$ cat src/rtl/argon_sequencer.sv
// argon_sequencer: issues one register-register ALU instruction per handshake by
// stepping the Argon regfile/ALU strobes through SEL, LDA, LDB, OP, WB and optional FLG.
module argon_sequencer #(
  parameter int REG_SEL_W = 4,
  parameter int OP_W      = 4
) (
  input  logic                 i_Clk,
  input  logic                 i_Reset,
  input  logic                 i_valid,
  output logic                 o_ready,
  input  logic [OP_W-1:0]      i_op,
  input  logic [REG_SEL_W-1:0] i_ra,
  input  logic [REG_SEL_W-1:0] i_rb,
  input  logic [REG_SEL_W-1:0] i_rc,
  input  logic                 i_want_flags,
  input  logic [15:0]          i_bus,
  input  logic                 i_bus_valid,
  output logic [15:0]          o_bus,
  output logic                 o_bus_valid,
  output logic                 o_selectLatch,
  output logic                 o_outputA,
  output logic                 o_outputB,
  output logic                 o_latchC,
  output logic                 o_latchA,
  output logic                 o_latchB,
  output logic                 o_latchOp,
  output logic                 o_outputY,
  output logic                 o_outputF,
  output logic                 o_done,
  output logic [15:0]          o_flags,
  output logic                 o_fault,
  input  logic                 i_clear_fault
);

  typedef enum logic [2:0] {IDLE, SEL, LDA, LDB, OP, WB, FLG} state_t;

  state_t            state_q, state_d;
  logic [OP_W-1:0]   op_q;
  logic              want_flags_q;
  logic              accept;
  logic              fault_set;
  logic [15:0]       sel_word;
  logic [15:0]       op_word;

  logic              ready_q;
  logic              sel_q, lda_q, ldb_q, op_strobe_q, wb_q, flg_q;
  logic              bus_valid_q;
  logic [15:0]       bus_q;
  logic              done_q;
  logic [15:0]       flags_q;
  logic              fault_q;

  assign accept = (state_q == IDLE) && i_valid;

  // Selector word is built from the live inputs because it is only needed on the accept edge.
  always_comb begin
    sel_word = '0;
    sel_word[3*REG_SEL_W-1:0] = {i_rc, i_rb, i_ra};
    op_word = '0;
    op_word[OP_W-1:0] = op_q;
  end

  always_comb begin
    state_d = state_q;
    unique case (state_q)
      IDLE:    if (i_valid) state_d = SEL;
      SEL:     state_d = LDA;
      LDA:     state_d = LDB;
      LDB:     state_d = OP;
      OP:      state_d = WB;
      WB:      state_d = want_flags_q ? FLG : IDLE;
      FLG:     state_d = IDLE;
      default: state_d = IDLE;
    endcase
  end

  // Read steps expect a datapath driver; drive steps expect the bus to be free.
  always_comb begin
    case (state_q)
      LDA, LDB, WB, FLG: fault_set = !i_bus_valid;
      SEL, OP:           fault_set = i_bus_valid;
      default:           fault_set = 1'b0;
    endcase
  end

  always_ff @(posedge i_Clk) begin
    if (i_Reset) begin
      state_q      <= IDLE;
      op_q         <= '0;
      want_flags_q <= 1'b0;
      ready_q      <= 1'b1;
      sel_q        <= 1'b0;
      lda_q        <= 1'b0;
      ldb_q        <= 1'b0;
      op_strobe_q  <= 1'b0;
      wb_q         <= 1'b0;
      flg_q        <= 1'b0;
      bus_valid_q  <= 1'b0;
      bus_q        <= '0;
      done_q       <= 1'b0;
      flags_q      <= '0;
      fault_q      <= 1'b0;
    end else begin
      state_q <= state_d;
      if (accept) begin
        op_q         <= i_op;
        want_flags_q <= i_want_flags;
      end
      // Outputs are registered from the next state so they line up with state_q.
      ready_q     <= (state_d == IDLE);
      sel_q       <= (state_d == SEL);
      lda_q       <= (state_d == LDA);
      ldb_q       <= (state_d == LDB);
      op_strobe_q <= (state_d == OP);
      wb_q        <= (state_d == WB);
      flg_q       <= (state_d == FLG);
      bus_valid_q <= (state_d == SEL) || (state_d == OP);
      done_q      <= ((state_d == WB) && !want_flags_q) || (state_d == FLG);
      if (state_d == SEL)     bus_q <= sel_word;
      else if (state_d == OP) bus_q <= op_word;
      else                    bus_q <= '0;
      if (state_q == FLG) flags_q <= i_bus;
      if (fault_set)          fault_q <= 1'b1;
      else if (i_clear_fault) fault_q <= 1'b0;
    end
  end

  assign o_ready       = ready_q;
  assign o_selectLatch = sel_q;
  assign o_outputA     = lda_q;
  assign o_latchA      = lda_q;
  assign o_outputB     = ldb_q;
  assign o_latchB      = ldb_q;
  assign o_latchOp     = op_strobe_q;
  assign o_outputY     = wb_q;
  assign o_latchC      = wb_q;
  assign o_outputF     = flg_q;
  assign o_bus         = bus_q;
  assign o_bus_valid   = bus_valid_q;
  assign o_done        = done_q;
  assign o_flags       = flags_q;
  assign o_fault       = fault_q;

endmodule

$ cat config.mk
export PLATFORM = sky130hd
export DESIGN_NAME = argon_sequencer
export DESIGN_NICKNAME = d
export VERILOG_FILES = /design/src/rtl/argon_sequencer.sv
export SDC_FILE = /design/constraint.sdc
export NUM_CORES = 1
export LEC_CHECK = 0
export CELL_PAD_IN_SITES_DETAIL_PLACEMENT = 0
export CELL_PAD_IN_SITES_GLOBAL_PLACEMENT = 1
export CORE_MARGIN = 4
export CORE_UTILIZATION = 30
export CTS_CLUSTER_SIZE = 14
export DETAILED_ROUTE_END_ITERATION = 6
export GPL_ROUTABILITY_DRIVEN = 0
export PLACE_DENSITY_LB_ADDON = 0.1
export SLEW_MARGIN = 20
export SYNTH_ARGS = -nofsm -noshare
export SYNTH_HDL_FRONTEND = slang
export SYNTH_SLANG_ARGS = --single-unit
$ cat constraint.sdc
create_clock -name i_Clk -period 2 [get_ports i_Clk]
set_input_delay 0.3 -clock i_Clk [delete_from_list [all_inputs] [get_ports i_Clk]]
set_output_delay 0.3 -clock i_Clk [all_outputs]
set_load 0.005 [all_outputs]
==> results of run 1 <==
==> final cells by class <==
type | count | area share
clock buffers | 5 | 0.02683
clock inverters | 3 | 0.009756
inverters | 1 | 0.001463
multi-input cells | 107 | 0.2380
flip-flops and latches | 46 | 0.3590
well taps | 70 | 0.03415
repair buffers | 87 | 0.3307
==> through the flow <==
stage	setup WS, ns	hold slack, ns	utilization	cells	total power (W)
global route	0.2827	0.4736	0.4928	319	0.001904
floorplan	0.7262	0.4022	-	171	0.001098
global placement	0.2420	0.4417	0.4748	311	0.001235
finish	0.4932	0.4561	0.4928	319	0.001801
detailed placement	0.2264	0.4457	0.4748	311	0.001236
CTS	0.4682	0.4582	0.4928	319	0.001833
==> cell families (layout without fill, tap and decap cells) <==
kind of cell    Yosys count  count (layout)  synth area share
flops                    46              46            0.5631
other cells               1               4          0.002293
simple gates             70              70            0.2303
compound gates           26              26           0.09258
xor+xnor                  2               2           0.01071
mux                       5               5           0.03061
buf+inv                  18              96           0.07038
==> worst paths after layout <==
check / from / endpoint
setup / recovery: state_q[1] / o_flags[6]
hold / removal: o_flags[4] / o_flags[4]
setup reg to reg: state_q[1] / o_flags[6]
hold reg to reg: o_flags[4] / o_flags[4]
==> report_power, final <==
| part | switching, W | leakage, nW | internal, W |
|---|---|---|---|
| Clock | 0.000337 | 0.0447 | 0.000253 |
| Sequential | 0.0000219 | 0.374 | 0.000952 |
| Combinational | 0.0000803 | 0.499 | 0.000157 |
| Total | 0.000439 | 0.918 | 0.00136 |
==> synthesized netlist by cell type, types with 2 or more instances <==
cell type	instances
nor3_1	4
nand2b_1	4
nor2_1	6
clkbuf_1	3
a31oi_1	2
and2_1	8
dfxtp_1	46
nor4b_1	2
a22o_1	4
buf_2	2
mux2i_1	5
nand2_1	34
a21oi_1	19
nand3b_1	3
buf_4	10
==> critical path: stages, from the launching register on <==
cell	delay, ns
dfxtp_1	0.56
inv_1	0.24
nor3b_2	0.22
buf_4	0.23
nand2_1	0.07
a21oi_1	0.12
==> layout by cell type, fill, tap and decap left out, drive strengths merged, types with 2 or more instances in the layout <==
cell type / count
inv: 2
nand2b: 4
a21oi: 19
a31oi: 2
buf: 9
dfxtp: 46
conb: 4
nand3b: 3
nor3: 5
nand2: 34
a22o: 4
mux2i: 5
nor4b: 3
clkbuf: 5
clkdlybuf4s50: 78
nor2: 7
and2: 8
nor3b: 2
==> layer usage <==
metal  routed length (um)  vias to the layer above
met5                    0                        -
met4                   52                        0
met3                  363                        5
met2                 1778                       47
met1                 1532                      571
li1                     -                      704
==> state kept, by name (all words and copies together), names as in the netlist <==
name and flops:
o_latchOp 1, o_bus 12, o_ready 1, state_q 3
o_latchB 1, o_flags 16, want_flags_q 1, o_fault 1
o_bus_valid 1, o_done 1, o_selectLatch 1, o_latchC 1
o_latchA 1, op_q 4, o_outputF 1
==> impl_results.md, run 1 <==
* Via-to-Cell Ratio at 4.160
* Area taken by multi-input logic gates at 610.6 um^2
* Yosys top cell area share at 0.5631
* DR WL/cell at 11.68 um
* RSZ-0062 raised after global routing: false
* Cts repair resizes at 0
* CTS tree: yes
* Total Routing Usage GR at 0.1145
* Starting DRT DRC Count at 41
* Detailed-route via count at 1327
* Vias in the first global route at 1222
* IO Pins at 83
* Design area at 2565 um^2
* Detailed Routing Iterations Pass 1 at 4
* Critical path launch point type: flop
* Cell Rows at 26
* Critical path class: flop to flop
* Clk slew on worst S/H paths at 0.09 ns
* Met1 usage at 0.1291
* Initial antenna violation count at 0
* Mapped Cells at 168
* Number of flops mapped to enable cells by yosys at 0
* Total negative slack at 0 ns
* CTS root buf: clkbuf_8
* Worst slew margin relative to its limit at 0.5999
* Crit path arrival time at 1.74 ns
* Final worst path period need at 1.507 ns
* R2R cell count at 5
* Hold Violations, Final at 0
* Final wirelength at 3726 um
* Final setup fails at 0
* Post-CTS Setup Bufs at 0
* Cell Pwr Density at 702.0 nW/um^2
* Post-synth cell types at 31
* Met3 usage in global routing at 0.06140
* Max Clock Freq at 0.6636 GHz
* Die area at 6696 um^2
* Synth top area cells: dfxtp_1 56%, nand2_1 7.8%, a21oi_1 5.8%, buf_4 4.6%, and2_1 3.1%
* Post-Synthesis Cell Area at 1635 um^2
* Async set-or-reset flop fraction in the synthesized netlist at 0
* Worst vdd ir at 0.3206 mV
* Area Overhead vs Synth at 56.85%
* Fill count at 508
* Fin crit share at 0.7534
* Worst R2R Setup Slack at 0.49 ns
* Starting Density at 0.3142
* CTS sink count at 46
* Top_reg_cell synth: dfxtp_1
* Slew @ Worst Pin at 0.5850 ns
* Post-layout net count at 286
* Synth warnings at 0
* Worst hold stages at 2
* Count of pins over their slew limit at 0
* Crit path capture type: flop
* Leak pwr at 0.9183 nW
* Pin count of the biggest net entering global routing at 19
* DRC viols at 0
* First-pass GRT wire length at 5823 um
* TritonCTS buffer count at 5
* H-tree levels at 2
* Number of routed nets with antenna violations at 0
* Total global routing overflow at 0
* Sequential fraction of the synthesis area at 0.5631
* Fin Clk Skew at 0.007285 ns
* Leading area contributor after synthesis: dfxtp_1
* FF+latch count, synth at 46
* Hold crit path type: flop to flop
* DIE WIDTH at 81.83 um
* Share of layout cells above drive strength 1 at 0.09237
* Port Buffers at 78
* Global routing's busiest layer: met2
* Inserted Diodes at 0
* Max FO, Critical Path at 16
* Max cap viols at 0
* Cts-stage hold buffer count at 0
* Die Y-Extent at 81.83 um
* Storage element area at 920.9 um^2
* HPWL Detailed at 2694 um
* Status: completed
* Avg Inst Size Synth at 9.734 um^2
* CP required at 2.23 ns
* Worst-Skew Late Latency at 0.30 ns
* Placement Cell Area at 2471 um^2
* Clock buffer depth at 2
* Global Route met2 Usage at 0.1809
* Core region area at 5205 um^2
(Power assumes the default switching activity.)
==> inputs of run 2 (changes only) <==
--- a/config.mk
+++ b/config.mk
@@ -8,7 +8,7 @@
 export CELL_PAD_IN_SITES_DETAIL_PLACEMENT = 0
 export CELL_PAD_IN_SITES_GLOBAL_PLACEMENT = 1
 export CORE_MARGIN = 4
-export CORE_UTILIZATION = 30
+export CORE_UTILIZATION = 25
 export CTS_CLUSTER_SIZE = 14
 export DETAILED_ROUTE_END_ITERATION = 6
 export GPL_ROUTABILITY_DRIVEN = 0
==> constraint.sdc (replaced) <==
create_clock -name i_Clk -period 1.31 [get_ports i_Clk]
set_input_delay 0.1965 -clock i_Clk [delete_from_list [all_inputs] [get_ports i_Clk]]
set_output_delay 0.1965 -clock i_Clk [all_outputs]
set_load 0.005 [all_outputs]
==> run 2 against run 1 <==
Global-route usage is 1.4 points lower. Worst setup slack worse by 0.49 ns. Sequential cell count stayed put. Register-to-register slack worse by 0.49 ns. Critical path depth is 1 lower. Wire length is 6.1% higher. Die area is 18% higher. Largest power group unchanged. Sequential share of layout area is 1.6 points lower. Power is 73% higher.
==> impl_results.md, run 2 (synthesis results as in run 1) <==
* Worst vdd ir at 0.8182 mV
* Top Family by Delay on Critical Path: simple AND/OR/NAND/NOR gates
* Status: completed
* Count of pins over their slew limit at 0
* Max Clock Freq at 0.7644 GHz
* DIE WIDTH at 88.88 um
* Detailed-route via count at 1375
* Cell Pwr Density at 1149 nW/um^2
* Die Y-Extent at 88.88 um
* Fin Clk Skew at 0.006842 ns
* Max stage delay on crit path at 0.42 ns
* Placed cells at 325
* H-tree levels at 2
* Leak pwr at 1.224 nW
* RSZ-0062 raised after global routing: true
* Critical path class: flop to flop
* Initial antenna violation count at 0
* Max FFs per register at 16
* Inserted Diodes at 0
* HPWL Detailed at 2903 um
* Fin cells at 334
* Total global routing overflow at 0
* Post-layout net count at 294
* Share of layout cells above drive strength 1 at 0.1556
* Final worst path period need at 1.308 ns
* Max cap viols at 0
* Critical path launch point type: flop
* CTS sink count at 46
* DRC viols at 0
* Total Routing Usage GR at 0.1003
* CP required at 1.50 ns
* Number of routed nets with antenna violations at 0
* IO Pins at 83
* Starting Density at 0.2575
* Commonest non-fill, non-tap cell in the layout: dfxtp_1
* First-pass GRT wire length at 5968 um
* Critical path cell sequence: or3b_4, nor2_4, mux2i_1, nor2_1
* TritonCTS buffer count at 5
* Crit path buffers/inverters at 0
* CTS root buf: clkbuf_8
* Vias in the first global route at 1272
* Design area at 2710 um^2
* Clock buffer depth at 2
* Crit path capture type: flop
* Clk slew on worst S/H paths at 0.09 ns
* CP max stage cell: or3b_4
* Commonest cells after routing, fill and taps aside: 40 x dfxtp_1, 39 x dlygate4sd2_1, 36 x clkdlybuf4s50_1
* Core region area at 6350 um^2
* Core Util, Final at 0.4268
* Fin crit share at 0.9987
* Die area at 7900 um^2
* Fill count at 634
* Pwr Total at 0.003113 W
* Area Overhead vs Synth at 65.72%
* Max FO, Critical Path at 5
* Hold Violations, Final at 0
* Placement Cell Area at 2582 um^2
* Crit path arrival time at 1.50 ns
* Pin count of the biggest net entering global routing at 18
* Starting DRT DRC Count at 48
* Port Buffers at 78
* Hold crit path type: input pin to flop
* Worst R2R Setup Slack at 0.002 ns
* DR WL/cell at 11.84 um
* Worst-Skew Late Latency at 0.30 ns
* Via-to-Cell Ratio at 4.117
* Final wirelength at 3955 um
* Cell Rows at 29
* Detailed Routing Iterations Pass 1 at 2
* CTS tree: yes
* Final setup fails at 0
==> run 2: changes by cell type in the layout (fill, tap and decap cells not counted), sizes merged <==
cell and change:
buf +8, bufinv +2, clkdlybuf4s50 -42, clkinvlp -1, dlygate4sd2 +39, dlymetal6s2s +3, inv -1
==> run 2: repair_timing <==
action	in CTS	in global routing
hold buffers	0	0
endpoints found under the setup margin	43	15
resized for setup	45	7
pin swaps	3	8
buffers inserted	1	0
==> run 2: per-stage QoR <==
step	worst slack, ns	TNS, ns	hold WS, ns
2_1_floorplan	0.03623	0	0.2987
3_3_place_gp	-0.3601	-6.083	0.4413
3_5_place_dp	-0.3563	-5.691	0.4462
4_1_cts	-0.02800	-0.08170	0.4217
5_1_grt	-0.09197	-0.4133	0.4229
6_report	0.001723	0	0.4334
==> run 2: layout make-up <==
type / count / area, um^2 / share of cell area
clock buffers: 5 / 68.82 / 0.02539
clock inverters: 3 / 68.82 / 0.02539
inverters: 1 / 3.754 / 0.001385
multi-input cells: 107 / 626.9 / 0.2313
flip-flops and latches: 46 / 928.4 / 0.3426
well taps: 77 / 96.34 / 0.03555
repair buffers: 95 / 917.1 / 0.3384
==> run 2: worst register-to-register path: stages (launching register included) <==
cell and delay (ns):
dfxtp_2 0.33, or3b_4 0.42, nor2_4 0.20, mux2i_1 0.20
nor2_1 0.06
==> run 2: final timing paths <==
check	from	end	depth (start not counted)
worst max-delay path	state_q[1]	op_q[2]	4
worst min register to register	o_flags[0]	o_flags[0]	2
worst max register to register	state_q[1]	op_q[2]	4
worst min-delay path	i_bus[6]	o_flags[6]	3
==> run 2: per-layer routing <==
metal | global-route usage | routed length [um]
met5 | 0 | 0
met4 | 0.04121 | 48
met3 | 0.05959 | 513
met2 | 0.1444 | 1673
met1 | 0.1210 | 1720
==> run 2: power by group <==
group | leakage [nW] | switching [W] | total [W] | internal (W)
logic | 0.778 | 0.000142 | 0.000388 | 0.000246
registers | 0.377 | 0.0000220 | 0.00148 | 0.00145
clock network | 0.0683 | 0.000485 | 0.00125 | 0.000764
==> RTL edit (settings of run 2) <==
Change the parameter `REG_SEL_W` from 4 to 3.
--- a/src/rtl/argon_sequencer.sv
+++ b/src/rtl/argon_sequencer.sv
@@ -1,7 +1,7 @@
 // argon_sequencer: issues one register-register ALU instruction per handshake by
 // stepping the Argon regfile/ALU strobes through SEL, LDA, LDB, OP, WB and optional FLG.
 module argon_sequencer #(
-  parameter int REG_SEL_W = 4,
+  parameter int REG_SEL_W = 3,
   parameter int OP_W      = 4
 ) (
   input  logic                 i_Clk,
Ports: changed (resized i_ra, i_rb and i_rc); port bits go from 83 to 80. The function was not compared with the original's and may differ.
==> RTL edit against run 2 <==
  * Sequential cell count decreased by 3
  * Routed wire length increased by 5.5%
  * Setup slack improved by 0.0025 ns
  * Cell area decreased by 3.9%
  * Total power decreased by 10%
  * Core utilization about the same
  * Synthesized area decreased by 1.5%
  * Critical endpoint is now op_q[0]
  * Largest power group unchanged
==> RTL edit: results (changes against run 2) <==
iteration-0 DRC count of the detailed router 45 (was 48); clk root buf clkbuf_8 (unchanged); Worst Path Max Fanout 5 (unchanged); CTS H-tree lvls 2 (unchanged); ratio of cells with drive above 1 in the final layout 19.2% (was 15.6%); final wirelength 4.17 mm (was 3.96 mm); syn_area_per_cell 9.70 sq um (was 9.73 sq um); initial antenna violation count 0 (unchanged); first-pass GRT wire length 6.39 mm (was 5.97 mm); Async SR Flop Fraction 0% (unchanged); total CTS buffers 5 (unchanged); HP Class input port to register (unchanged); Synth cell types 31 (unchanged); grt met3 use 4.56% (was 5.96%); Reg clk slew, reported paths 0.08 ns; vias per cell 4.18 (was 4.12); final net count 284 (was 294); Post-synth top cells dfxtp_1 (43), nand2_1 (34), a21oi_1 (19) (was dfxtp_1 (46), nand2_1 (34), a21oi_1 (19)); clock buffer depth 2 (unchanged); outcome finished, final reports clean (unchanged); Tot GR Track Use 10.6% (was 10.0%); Pleak 1.19 nW (was 1.22 nW); clk_lat worst skew 0.29 ns; PortBufs 72 (was 78); vias in the first global route 1335 (was 1272); worst vdd ir 417 uV (was 818 uV); pin count of the biggest net entering global routing 19 (was 18); pre-CTS WS -0.364 ns (was -0.356 ns); M2 GR Usage 17.1% (was 14.4%); ranking of synthesized cells by area dfxtp_1 (53%), nand2_1 (7.9%), a21oi_1 (5.9%) (was dfxtp_1 (56%), nand2_1 (7.8%), a21oi_1 (5.8%)); antenna cells 0 (unchanged); DP HPWL 3.07 mm (was 2.90 mm); Syn. warnings 0 (unchanged); sequential share of the synthesized area 53.5% (was 56.3%); grt met1 use 12.8% (was 12.1%); Clock Skews 0.00382 ns (was 0.00684 ns); critical path arrival 1.50 ns (about the same); max FFs per register 16 (unchanged); Layout fillers 634 (unchanged); length of the first detailed-routing pass in iterations 4 (was 2)
## RTL edit: critical path: stages (launching register included)
cell	delay, ns
dfxtp_1	0.32
or3b_4	0.44
nor2_8	0.16
mux2i_2	0.24
nor2_1	0.05
## RTL edit: cells by family after synthesis
group	count (synthesis)	synth area share [%]
XOR/XNOR	2	1.09
multiplexers	5	3.11
other	1	0.233
AND/OR/NAND/NOR	67	23.2
flip-flops	43	53.5
buffers and inverters	22	9.17
AO/OA/AOI/OAI	26	9.79
## RTL edit: final timing paths
path,depth (start not counted),start,to,slack [ns]
max,4,state_q[0],op_q[0],0.004
min,3,i_bus[15],o_flags[15],0.44
max reg2reg,4,state_q[0],op_q[0],0.004
min reg2reg,2,o_flags[13],o_flags[13],0.45
## RTL edit: layer usage
metal / wire (um) / part of all wire [%]
met1: 1840 / 44
met2: 1910 / 46
met3: 395 / 9.5
met4: 31 / 0.74
met5: 0 / 0
## RTL edit: timing repair
action | CTS | global route
cloned | 0 | 1
buffers inserted | 0 | 2
pin swaps | 1 | 3
resized for setup | 40 | 11
setup endpoints to repair | 38 | 25
## RTL edit: power by group
| part | internal [mW] | switching (mW) |
|---|---|---|
| combinational | 0.235 | 0.149 |
| clock | 0.568 | 0.458 |
| sequential | 1.36 | 0.0235 |
| total | 2.16 | 0.630 |
## RTL edit: final cells by class
cell class	count	share of cell area (%)
sequential	43	33.4
tap	75	3.60
clock inverter	3	1.68
clock buffer	5	2.64
multi-input combinational	107	24.4
timing repair buffer	91	34.1
inverter	1	0.144
## RTL edit: per-stage QoR
stage                     cells  instance area (sq um)  total power, mW  setup TNS (ns)
after global routing        325                   2600             2.93          -0.190
final                       325                   2600             2.79               0
after CTS                   322                   2540             2.83         -0.0195
after floorplan             172                   1630             1.60         -0.0185
after global placement      314                   2460             1.80           -4.50
after detailed placement    314                   2460             1.81           -5.08
